$ cat src/rtl/vertical_timing.sv
// Vertical VGA timing: counts lines on each hsync falling edge and derives
// vsync, the visible row address and window, the video enable and a frame tick.
module vertical_timing #(
  parameter int V_TOTAL      = 525,
  parameter int V_SYNC       = 2,
  parameter int V_DISP_START = 35,
  parameter int V_DISP_END   = 515,
  parameter int VDIV_LOG2    = 0
) (
  input  logic       clk,
  input  logic       rst,
  input  logic       hsync,
  input  logic       hdisplay,
  output logic       vsync,
  output logic [9:0] vaddr,
  output logic       vdisplay,
  output logic       video_on,
  output logic       frame_tick,
  output logic [9:0] line
);

  localparam logic [9:0] LAST       = 10'(V_TOTAL - 1);
  localparam logic [9:0] SYNC_END   = 10'(V_SYNC);
  localparam logic [9:0] DISP_START = 10'(V_DISP_START);
  localparam logic [9:0] DISP_END   = 10'(V_DISP_END);

  logic       hsync_d;
  logic       line_start;
  logic       wrap;
  logic [9:0] line_next;
  logic [9:0] row;
  logic [9:0] vaddr_next;
  logic       vsync_next;
  logic       vdisplay_next;

  // Falling hsync marks the horizontal counter wrapping back to 0.
  assign line_start = hsync_d & ~hsync;
  assign wrap       = (line == LAST);

  // Derived outputs are taken from the line value about to be loaded.
  always_comb begin
    line_next     = wrap ? 10'd0 : line + 10'd1;
    vsync_next    = (line_next >= SYNC_END);
    vdisplay_next = (line_next >= DISP_START) && (line_next < DISP_END);
    row           = line_next - DISP_START;
    vaddr_next    = vdisplay_next ? (row >> VDIV_LOG2) : 10'd0;
  end

  always_ff @(posedge clk or posedge rst) begin
    if (rst) begin
      hsync_d    <= 1'b0;
      line       <= 10'd0;
      vsync      <= 1'b0;
      vdisplay   <= 1'b0;
      vaddr      <= 10'd0;
      video_on   <= 1'b0;
      frame_tick <= 1'b0;
    end else begin
      hsync_d    <= hsync;
      video_on   <= hdisplay & vdisplay;
      frame_tick <= line_start & wrap;
      if (line_start) begin
        line     <= line_next;
        vsync    <= vsync_next;
        vdisplay <= vdisplay_next;
        vaddr    <= vaddr_next;
      end
    end
  end

endmodule

$ cat config.mk
export PLATFORM = sky130hd
export DESIGN_NAME = vertical_timing
export DESIGN_NICKNAME = d
export VERILOG_FILES = /design/src/rtl/vertical_timing.sv
export SDC_FILE = /design/constraint.sdc
export NUM_CORES = 1
export LEC_CHECK = 0
export CELL_PAD_IN_SITES_DETAIL_PLACEMENT = 1
export CELL_PAD_IN_SITES_GLOBAL_PLACEMENT = 1
export CORE_MARGIN = 3
export CORE_UTILIZATION = 30
export CTS_CLUSTER_SIZE = 12
export DETAILED_ROUTE_END_ITERATION = 10
export PLACE_DENSITY = 0.61
export SETUP_SLACK_MARGIN = 0.1
export SLEW_MARGIN = 20
export SYNTH_ARGS = -nofsm -noshare
export SYNTH_HDL_FRONTEND = slang
export SYNTH_SLANG_ARGS = --single-unit
$ cat constraint.sdc
create_clock -name clk -period 5.55 [get_ports clk]
set_clock_uncertainty 0.2 [all_clocks]
set_input_delay 1.11 -clock clk [delete_from_list [all_inputs] [get_ports clk]]
set_output_delay 1.11 -clock clk [all_outputs]
set_load 0.005 [all_outputs]
==> metrics.md <==
| Metric | Value |
|---|---|
| Status | `complete, no violations` |
| First-pass GRT wire length | `7160 um` |
| Critical Path Stages | `1` |
| Place WS | `2550 ps` |
| Register clock-pin slew on the reported worst setup and hold paths | `100 ps` |
| Sw Pwr | `0.275 mW` |
| Layout cells sized above 1 | `7.94%` |
| Kind of critical path | `flop to output port` |
| Worst-Skew Late Latency | `270 ps` |
| Setup_tns | `0 ps` |
| IO buf count | `27` |
| HP Class | `flop to flop` |
| Final Max Slew Viols | `0` |
| Final core utilization | `39.3%` |
| Post-CTS setup buffers | `0` |
| Ys async rst share | `100%` |
| Post-Synthesis Cell Area | `1570 um2` |
| DRC violations left | `0` |
| Number of diodes | `0` |
| Final worst slack | `2630 ps` |
| Gpl congestion | `0.836` |
| Via-per-instance ratio | `5.38` |
| DRT antenna net count | `0` |
| Mapped Nets | `177` |
| Main synth FF type | `dfrtp_1` |
| Dpl hpwl | `2950 um` |
| Worst path cell trace | `clkdlybuf4s50_1` |
| Worst R2R End | `vaddr[5]` |
| RR Startpoint | `line[0]` |
| Min cycle time layout | `2920 ps` |
| Post_cts resized | `0` |
| Slowest cell delay on critical path | `710 ps` |
| Commonest cells after routing, fill and taps aside | `27 x clkdlybuf4s50_1, 25 x dfrtp_1, 19 x nand2_1` |
| Hold bufs inserted after CTS | `0` |
| CTS Buf Count | `3` |
| Largest net degree at the start of global routing | `27` |
| Fillers | `566` |
| Final Hold Viols | `0` |
| Die X-Extent | `78.2 um` |
| Buf/Inv on CP | `1` |
| Vias in the first global route | `1,370` |
| CTS tree | `done` |
| Worst slew margin | `38.9%` |
| Vias | `1,376` |
| Root buf cell | `clkbuf_8` |
| TritonRoute pass-1 iters | `4` |
| Top Ports | `28` |
| Yosys warns | `0` |
| Power share of the combinational group | `42.3%` |
| R2r worst-path depth | `7` |
| Die H | `78.2 um` |
| Die ar. | `6120 um2` |
| Post-synthesis sequential area ratio | `40.0%` |
| Top delay family on crit path | `flip-flops` |
| Worst-Margin Slew | `911 ps` |
| Gate Count Post-Synth | `169` |
| Internal Power | `0.436 mW` |
| Startpoint Class | `flop` |
| Peak supply drop | `0.173 mV` |
| Worst EP required | `4240 ps` |
| Placed Area | `1870 um2` |
| Worst Setup End Kind | `output port` |
| Critical path arrival | `1610 ps` |
| Tcrit/Tclk final | `52.6%` |
| EDFF count, synth | `0` |
| Commonest non-fill, non-tap cell in the layout | `clkdlybuf4s50_1` |
| Clk buf depth | `2` |
| Routed WL | `4030 um` |
| Post-synthesis register bit count | `25` |
| Core area | `4880 um2` |
| Final Cell Area | `1920 um2` |
| CP Launch Point | `line[2]` |
| Worst-path maximum fanout | `16` |
| PD cells | `371 nW/um2` |
| Sw Ratio | `38.7%` |
| Clock Sinks | `25` |
| Cell variety after synth | `49` |
| RSZ-0062 raised after global routing | `false` |
| Final setup vio count | `0` |
| Total Power | `0.710 mW` |
| Clk pwr share | `16.8%` |
| Sequential share of power | `40.9%` |
| CP Capture Point | `line[2]` |
| FMAX | `0.343 GHz` |
| Crit-path slowest cell | `dfrtp_1` |
| Area grow syn2layout | `22.4%` |
| Layout Nets | `198` |
| GRT Util Overall | `14.1%` |
| Max-Cap Viols | `0` |
| Initial antenna violation count | `0` |
| Synthesized area per cell | `9.26 um2` |
| DR iter-0 viols | `76` |
| Mean routed wirelength per cell | `15.7 um` |
| Initial Util | `32.1%` |
| Pleak | `0.771 nW` |
| Grt ovf | `0` |
| Site Rows | `25` |
| CTS H-tree depth | `1` |
| Worst reg-to-reg setup slack | `2670 ps` |
cell usage after synthesis, types with 3 or more instances:
| master | instances | area share, % |
|---|---|---|
| a22o_1 | 7 | 3.9 |
| inv_1 | 6 | 1.4 |
| clkbuf_1 | 4 | 0.96 |
| o21ai_0 | 8 | 2.6 |
| nand2_1 | 19 | 4.6 |
| buf_2 | 4 | 1.3 |
| a21o_1 | 3 | 1.4 |
| dfrtp_1 | 25 | 40 |
| or2_2 | 3 | 1.2 |
| a21oi_1 | 5 | 1.6 |
| ha_1 | 4 | 3.2 |
| xnor2_1 | 8 | 4.5 |
| o22ai_1 | 3 | 1.2 |
| nand3_1 | 5 | 1.6 |
| a211oi_1 | 5 | 2.4 |
| nor2_1 | 8 | 1.9 |
| xor2_1 | 6 | 3.4 |
| a31oi_1 | 3 | 1.2 |
| nor3_1 | 5 | 1.6 |
sequential cells by signal (all words and copies together) (netlist names):
register and count:
vdisplay 1, hsync_d 1, vaddr 10, line 10
vsync 1, video_on 1, frame_tick 1
final cells by class:
class	instances	area (um2)	share of cell area, %
multi-input combinational	126	856	44.7
sequential	25	626	32.7
timing repair buffer	28	278	14.5
tap	67	83.8	4.38
clock buffer	3	41.3	2.16
inverter	6	22.5	1.18
clock inverter	1	8.76	0.457
per-stage QoR:
step	std cells	hold slack (ps)
2_1_floorplan	169	267
4_1_cts	256	300
3_3_place_gp	252	269
6_report	256	296
3_5_place_dp	252	275
5_1_grt	256	322
worst min path at each step:
stage | cells after the start | endpoint | from
4_1_cts | 2 | vaddr[9] | vaddr[9]
2_1_floorplan | 2 | vaddr[9] | vaddr[9]
6_report | 2 | vsync | vsync
5_1_grt | 2 | vsync | vsync
3_5_place_dp | 2 | vaddr[9] | vaddr[9]
3_3_place_gp | 2 | vsync | vsync
cells by family (layout without fill, tap and decap cells):
group	Yosys count	count (layout)	share of synthesized area, %
mux	1	1	0.640
xor+xnor	14	14	7.83
buf+inv	18	38	5.36
compound gates	51	51	23.9
fa+ha+maj	4	4	3.20
flops	25	25	40.0
simple gates	56	56	19.1
worst reg2reg max path, cell delays in order, from the launching register on:
cell and delay, ps:
dfrtp_1 620, ha_1 550, nand2_1 160, a211oi_1 390, a211o_1 220, a31oi_1 100
o21a_1 250, a32o_1 300
routing by layer:
metal	routed length [um]	track usage, %	up-vias
met1	1950	20.3	687
met5	0	0	-
met3	140	1.49	2
li1	-	-	656
met4	22	2.62	0
met2	1910	22.9	31
power groups by stage:
stage               registers (mW)  logic [mW]  clock network [mW]
global placement             0.292       0.299                   0
detailed placement           0.295       0.303                   0
CTS                          0.292       0.304               0.125
finish                       0.291       0.300               0.119
floorplan                    0.260       0.215                   0
global route                 0.302       0.333               0.134
(Power assumes the default switching activity.)
